--- config.mk ---
export PLATFORM = sky130hd
export DESIGN_NAME = rns_to_int_seq
export DESIGN_NICKNAME = d
export VERILOG_FILES = /design/src/rtl/rns_to_int_seq.sv
export SDC_FILE = /design/constraint.sdc
export NUM_CORES = 1
export LEC_CHECK = 0
export CORE_MARGIN = 4
export CORE_UTILIZATION = 35
export CTS_BUF_LIST = sky130_fd_sc_hd__clkbuf_4 sky130_fd_sc_hd__clkbuf_8 sky130_fd_sc_hd__clkbuf_16
export DETAILED_ROUTE_END_ITERATION = 10
export PLACE_DENSITY_LB_ADDON = 0.08
export SETUP_SLACK_MARGIN = 0.2
export SLEW_MARGIN = 10
export SYNTH_ARGS = -nofsm -noshare
export SYNTH_HDL_FRONTEND = slang
export SYNTH_SLANG_ARGS = --single-unit
--- constraint.sdc ---
create_clock -name clk -period 17.5 [get_ports clk]
set_input_delay 1.75 -clock clk [delete_from_list [all_inputs] [get_ports clk]]
set_output_delay 1.75 -clock clk [all_outputs]
set_load 0.02 [all_outputs]
--- src/rtl/rns_to_int_seq.sv ---
// Sequential RNS-to-integer back-converter: bit-serial CRT reconstruction modulo M,
// followed by a signed mapping of the reconstructed value onto 32-bit two's complement.
module rns_to_int_seq #(
    parameter logic [7:0]  B0    = 8'd233,
    parameter logic [7:0]  B1    = 8'd239,
    parameter logic [7:0]  B2    = 8'd241,
    parameter logic [7:0]  B3    = 8'd251,
    parameter logic [31:0] A0    = 32'd3021585941,
    parameter logic [31:0] A1    = 32'd1099363434,
    parameter logic [31:0] A2    = 32'd1663315003,
    parameter logic [31:0] A3    = 32'd952860257,
    parameter logic [31:0] M     = 32'd3368562317,
    parameter logic [31:0] MID   = 32'd1684281159,
    parameter logic [31:0] DELTA = 32'd926404979
) (
    input  logic        clk,
    input  logic        rst,
    input  logic        in_valid,
    output logic        in_ready,
    input  logic [31:0] rns,
    output logic        out_valid,
    input  logic        out_ready,
    output logic [31:0] int_number,
    output logic        out_err,
    output logic        busy
);
    typedef enum logic [1:0] {IDLE, CALC, DONE} state_t;

    localparam logic [32:0] M_EXT = {1'b0, M};

    state_t      state_q;
    logic [31:0] rns_q;
    logic        err_q;
    logic [4:0]  cnt_q;
    logic [31:0] p_q;
    logic [31:0] sum_q;
    logic [31:0] int_q;
    logic        out_err_q;

    logic [7:0]  cur_res;
    logic        cur_bit;
    logic [31:0] a_sel;
    logic [31:0] dbl_d;
    logic [31:0] p_d;
    logic [31:0] sum_d;
    logic [31:0] mapped_d;

    // Operands are always below M, so one conditional subtract brings x back into range.
    function automatic logic [31:0] fold(input logic [32:0] x);
        return 32'(x >= M_EXT ? x - M_EXT : x);
    endfunction

    always_comb begin
        cur_res = rns_q[{cnt_q[4:3], 3'b000} +: 8];
        cur_bit = cur_res[~cnt_q[2:0]];
        case (cnt_q[4:3])
            2'd0:    a_sel = A0;
            2'd1:    a_sel = A1;
            2'd2:    a_sel = A2;
            default: a_sel = A3;
        endcase
        dbl_d    = fold({p_q, 1'b0});
        p_d      = fold({1'b0, dbl_d} + {1'b0, (cur_bit ? a_sel : 32'd0)});
        sum_d    = fold({1'b0, sum_q} + {1'b0, p_d});
        mapped_d = (sum_d >= MID) ? sum_d + DELTA : sum_d;
    end

    always_ff @(posedge clk or posedge rst) begin
        if (rst) begin
            state_q   <= IDLE;
            rns_q     <= '0;
            err_q     <= 1'b0;
            cnt_q     <= '0;
            p_q       <= '0;
            sum_q     <= '0;
            int_q     <= '0;
            out_err_q <= 1'b0;
        end else begin
            case (state_q)
                IDLE: begin
                    if (in_valid) begin
                        rns_q   <= rns;
                        err_q   <= (rns[7:0] >= B0) || (rns[15:8] >= B1) ||
                                   (rns[23:16] >= B2) || (rns[31:24] >= B3);
                        cnt_q   <= '0;
                        p_q     <= '0;
                        sum_q   <= '0;
                        state_q <= CALC;
                    end
                end
                CALC: begin
                    cnt_q <= cnt_q + 5'd1;
                    // Each residue's partial product r_i*A_i is folded into sum after its 8th bit.
                    if (cnt_q[2:0] == 3'd7) begin
                        sum_q <= sum_d;
                        p_q   <= '0;
                    end else begin
                        p_q   <= p_d;
                    end
                    if (cnt_q == 5'd31) begin
                        int_q     <= mapped_d;
                        out_err_q <= err_q;
                        state_q   <= DONE;
                    end
                end
                DONE: begin
                    if (out_ready) begin
                        state_q <= IDLE;
                    end
                end
                default: state_q <= IDLE;
            endcase
        end
    end

    assign in_ready   = (state_q == IDLE);
    assign out_valid  = (state_q == DONE);
    assign busy       = (state_q != IDLE);
    assign int_number = int_q;
    assign out_err    = out_err_q;

endmodule

## Yosys cells after proc, flatten, opt, wreduce, memory -nomap -nowiden

Cells that the tools add are included.

- Bits in registers: 137
- Bits of input ports: 36
- Logic and storage cells: 67

- Reduce and logical (&&, ||, !) cells: 12
- Eq/ne operators: 10
- $add $sub $neg: 7
- Muxes and demuxes: 19
- $lt $le $gt $ge: 9
- Bitwise logic cells: 1
- Shift operators: 1

Operator list:

| operator | number |
|---|---|
| 32-bit 2-to-1 mux | 8 |
| 32-bit one-hot mux with 2 select lines | 2 |
| 33-bit by 32-bit >= comparator with 1-bit output (second input constant) | 3 |
| 32-bit one-hot mux with 3 select lines | 1 |
| 32-bit subtractor (second input constant) | 3 |
| 32-bit by 32-bit adder with 33-bit output | 2 |
| 32-bit by 30-bit adder with 32-bit output (second input constant) | 1 |
| 32-bit by 31-bit >= comparator with 1-bit output (second input constant) | 1 |
| 8-bit >= comparator (second input constant) | 4 |
| 32-bit by 6-bit variable part select with 8-bit output | 1 |
| 5-bit one-hot mux with 2 select lines | 1 |
| 2-bit 2-to-1 mux | 3 |
| 2-bit inequality test (second input constant) | 3 |
| 2-bit one-hot mux with 3 select lines | 1 |
| 2-bit AND reduction | 3 |
| 3-bit AND reduction | 2 |
| 5-bit by 1-bit adder with 5-bit output (second input constant) | 1 |
| 5-bit equality test (second input constant) | 1 |
| 5-bit 2-to-1 mux | 1 |
| 2-bit by 1-bit equality test with 1-bit output (second input constant) | 2 |
| 2-bit equality test (second input constant) | 2 |
| 2-bit logical NOT | 2 |
| 3-bit by 4-bit less-than comparator with 1-bit output (second input constant) | 1 |
| 2-bit nonzero test | 2 |
| other kinds (6) | 8 |

## Longest topological paths before layout

- Depth in word-level cells: 12
- Mapped depth: 51
- Mapped depth without buffers: 44

## Worst setup path after synthesis

No wires, ideal clock.

- Path kind: register to register
- Start point: reg p_q[0]
- End point: reg int_q[19], in the netlist int_number[19]
- Period minus slack after synthesis: 10.739 ns
- Arrival time: 10.608 ns
- Cell stages (with the launch flop): 50
- Path slack: 6.761 ns
- Path buffers: 6
- Cells stage by stage: dfrtp_1 -> ha_1 -> a2111o_1 -> a21oi_1 -> nor3_1 -> o21a_1 -> a21oi_2 -> inv_2 -> clkbuf_1 -> nand3b_1 -> xnor2_1 -> ha_1 -> clkbuf_1 -> and3_1 -> clkbuf_1 -> a211oi_1 -> o21ai_0 -> a21oi_1 -> [14 not listed] -> nand2b_1 -> a211oi_4 -> o211ai_1 -> and4_1 -> a32o_2 -> a2111o_1 -> nor4_2 -> o211ai_1 -> a2bb2oi_1 -> or3_4 -> xor2_2 -> a311o_1 -> o21ai_2 -> buf_2 -> buf_4 -> o22ai_1 -> xnor2_1 -> o21ai_1

- Longest elaborated chain between the ends: 10
- Elaborated cells between the ends (all ways): 14
- Those cells by class: add/sub (6); order compare (4); mux (4)

RTL lines:

| what | line | text |
|---|---|---|
| from (decl) | 35 | `logic [31:0] p_q;` |
| from (signal assigned) | 98 | `p_q <= p_d;` |
| 32-bit subtractor or 33-bit by 32-bit >= comparator with 1-bit output (tied branches) | 50 | `return 32'(x >= M_EXT ? x - M_EXT : x);` |
| 32-bit 2-to-1 mux (*) | 50 |  |
| 32-bit by 32-bit adder with 33-bit output (*) | 63 | `p_d = fold({1'b0, dbl_d} + {1'b0, (cur_bit ? a_sel : 32'd0)});` |
| 32-bit subtractor or 33-bit by 32-bit >= comparator with 1-bit output (tied branches) | 50 |  |
| 32-bit 2-to-1 mux (*) | 50 |  |
| 32-bit by 32-bit adder with 33-bit output (*) | 64 | `sum_d = fold({1'b0, sum_q} + {1'b0, p_d});` |
| 32-bit subtractor or 33-bit by 32-bit >= comparator with 1-bit output (tied branches) | 50 |  |
| 32-bit 2-to-1 mux (*) | 50 |  |
| 32-bit by 30-bit adder with 32-bit output or 32-bit by 31-bit >= comparator with 1-bit output (tied branches) | 65 | `mapped_d = (sum_d >= MID) ? sum_d + DELTA : sum_d;` |
| 32-bit 2-to-1 mux (*) | 65 |  |
| to (signal assigned) | 101 | `int_q <= mapped_d;` |
| to (decl) | 37 | `logic [31:0] int_q;` |

Every way passes the cells marked *; elsewhere a longest branch is shown, timed or not.
A chain may end at the register's enable or synchronous reset.

## Worst setup path in the final report

- Start point: reg cnt_q[4]
- End point: reg int_q[16], in the netlist int_number[16]

- Longest elaborated chain between the ends: 12
- Elaborated cells between the ends (all ways): 21
- Those cells by class: add/sub (5); order compare (3); eq/ne (3); shift (1); mux (7); reduce/logical (2)

RTL lines:

| what | line | text |
|---|---|---|
| from (decl) | 34 | `logic [4:0] cnt_q;` |
| from (signal assigned) | 92 | `cnt_q <= cnt_q + 5'd1;` |
| 32-bit by 6-bit variable part select with 8-bit output | 54 | `cur_res = rns_q[{cnt_q[4:3], 3'b000} +: 8];` |
| 1-bit binary-select mux with 3-bit select | 55 | `cur_bit = cur_res[~cnt_q[2:0]];` |
| 1-bit 2-to-1 mux (not written as such) | 55 |  |
| 32-bit 2-to-1 mux | 63 |  |
| 32-bit by 32-bit adder with 33-bit output | 63 |  |
| 32-bit subtractor or 33-bit by 32-bit >= comparator with 1-bit output (tied branches) | 50 |  |
| 32-bit 2-to-1 mux | 50 |  |
| 32-bit by 32-bit adder with 33-bit output | 64 |  |
| 32-bit subtractor or 33-bit by 32-bit >= comparator with 1-bit output (tied branches) | 50 |  |
| 32-bit 2-to-1 mux | 50 |  |
| 32-bit by 30-bit adder with 32-bit output or 32-bit by 31-bit >= comparator with 1-bit output (tied branches) | 65 |  |
| 32-bit 2-to-1 mux | 65 |  |

Several ways; a longest one is shown, not always the timed one. The select of a mux whose other input is x is not followed.

==> flow_summary.ini <==
[floorplan]
core-area_um2 = 38650
dieHeight_um = 205.8
start_util_pct = 35.43
fp-row-count = 72
io_pins = 72
fp.dieW_um = 205.8
die_area_um2 = 42350

[cts]
cts_root_buf = clkbuf_16
clk_latency_ns = 0.44
cts_setup_buffers = 0
clk_path_buf_depth = 2
htree_levels = 4
cts.sinks = 137
cts_resized = 0
cts_buffers = 17
cts_tree = done
clkTransAtPathRegs_ns = 0.07
ctsHoldBuffers = 0

[synth]
synthCells = 1754
ys.flop_type = dfrtp_1
synth_cell_types = 95
netlist_area_um2 = 13690
yosys-top-cells-area = dfrtp_1 (25%), nand2_1 (7.9%), ha_1 (6.9%)
synth_warnings = 0
ys_ff_latch = 137
synth_largest_area_cell = dfrtp_1
synth_top_area_share_pct = 25.04
synth_enable_flop_cells = 0
ys_seq_area_share_pct = 25.04
syn-num-nets = 1868
synth.most_common_cell = nand2_1
ys_top_cells_by_count = nand2_1 (288), nor2_1 (146), dfrtp_1 (137), o21ai_0 (113), xnor2_1 (103)
async_reset_ff_share_pct = 100.0
syn_area_per_cell_um2 = 7.807

[final_layout]
fin_nets = 1893
area_growth_syn_to_layout_pct = 12.54
multi_input_area_um2 = 9796
n_fill_cell = 4043
area.sequential_um2 = 3428
final_core_util_pct = 39.87
diodes = 0
drive_gt1_share_pct = 6.138

[sta]
slew_headroom_pct = 13.62
fin_crit_sh_pct = 83.02
finClkSkew_ns = 0.01075
fin_crit_ns = 14.53
hold_viol = 0
worst_pin_slew_ns = 1.260
setup_viol = 0
drv_slew = 0
timing.fmax_mhz = 68.83
setup_tns_ns = 0
grt_setup_unrepaired = false

[grt]
grt_max_degree = 70
grt_pass1_wl_mm = 74.53
antenna_found_initial = 0
track_usage_pct = 22.37
grt.overflow.total = 0
grt_pass1_vias = 12770

[critical_path]
cp-start-kind = flop
crit_required_ns = 17.83
crit_family = compound AO/OA/AOI/OAI gates
cpMostUsedCell = a21oi_1
crit_fanout = 30
critPathMaxStageDelay_ns = 0.98
critPathArrivalTime_ns = 14.86
slowest_stage = mux2i_1
critPathBufInv = 3
critPathKind = flop to flop
endpoint_kind = flop

[drt]
drc_errors = 0
drt_iter0_drc = 1045
ant_nets = 0
post_drt_wl_per_cell_um = 20.51
drt_first_pass_iters = 6
num_vias = 13300
finalWirelength_mm = 47.39
viasPerCell = 5.758

[status]
status = complete, no violations

[placed_design]
routabilityCongestion = 0.9289
dp_hpwl_mm = 37.10
portBuffers = 71

[min_path]
min_path_type = flop to flop

[job]
drv_cap = 0
-- cells by family (layout without fill, tap and decap cells) --
logic type | count (synthesis) | in the layout | share of synthesized area (%)
buffers and inverters | 120 | 158 | 3.600
adder cells (fa/ha/maj) | 78 | 78 | 7.237
AO/OA/AOI/OAI | 528 | 528 | 26.86
AND/OR/NAND/NOR | 708 | 708 | 24.33
XOR/XNOR | 164 | 164 | 10.60
multiplexers | 19 | 19 | 2.330
flip-flops | 137 | 137 | 25.04
-- layout make-up --
cell class	count	share of cell area, %
multi-input combinational	1497	63.57
tap	518	4.206
inverter	41	1.031
clock buffer	20	2.988
clock inverter	12	0.6658
timing repair buffer	85	5.294
sequential	137	22.25
-- sequential cells by signal, summed over array words and instances, names as in the netlist --
signal and count:
sum_q 32, err_q 1, cnt_q 5, rns_q 32
state_q 2, out_err 1, p_q 32, int_number 32
-- cells in the final DEF, fill, tap and decap left out, drive strengths merged, types with 52 or more instances in the layout --
| cell | synthesis | layout |
|---|---|---|
| nand2 | 288 | 288 |
| o21ai | 152 | 152 |
| nor2 | 147 | 147 |
| dfrtp | 137 | 137 |
| xnor2 | 104 | 104 |
| a21oi | 93 | 93 |
| ha | 76 | 76 |
| clkdlybuf4s50 | 0 | 71 |
| xor2 | 60 | 60 |
| nor3 | 52 | 52 |
-- worst reg2reg max path, delay by kind of cell (launching register included) --
kind	cells	cell delay, ns
compound gates	21	6.80
mux	3	2.01
flops	1	0.73
buf+inv	3	0.72
fa+ha+maj	3	1.16
xor+xnor	1	0.26
simple gates	9	2.79
-- final timing paths --
| path | startpoint | to | slack (ns) | cells past startpoint |
|---|---|---|---|---|
| max | cnt_q[4] | int_number[16] | 2.97 | 40 |
| max reg2reg | cnt_q[4] | int_number[16] | 2.97 | 40 |
| min in group asynchronous | rst | out_err | 1.78 | 2 |
| max in group asynchronous | rst | p_q[11] | 14.31 | 3 |
| min | int_number[3] | int_number[3] | 0.48 | 2 |
| min reg2reg | int_number[3] | int_number[3] | 0.48 | 2 |
-- routing by layer --
metal	global-route usage [%]	vias to the layer above	wire (um)
li1	-	6479	-
met2	34.78	353	21230
met5	0	-	0
met4	5.941	0	960
met3	2.474	53	1672
met1	33.03	6415	23530
-- metrics by stage --
stage	hold WS, ns	instance area [um2]	std cells	worst slack (ns)
floorplan	0.4394	13690	1754	6.761
global placement	0.4596	14850	2278	3.225
detailed placement	0.4656	14850	2278	3.046
CTS	0.4818	15410	2310	2.985
global route	0.5127	15410	2310	1.969
finish	0.4769	15410	2310	2.971
Power is not shown: default switching activity piles up to over one toggle a cycle in this logic, so the estimate is an artifact.
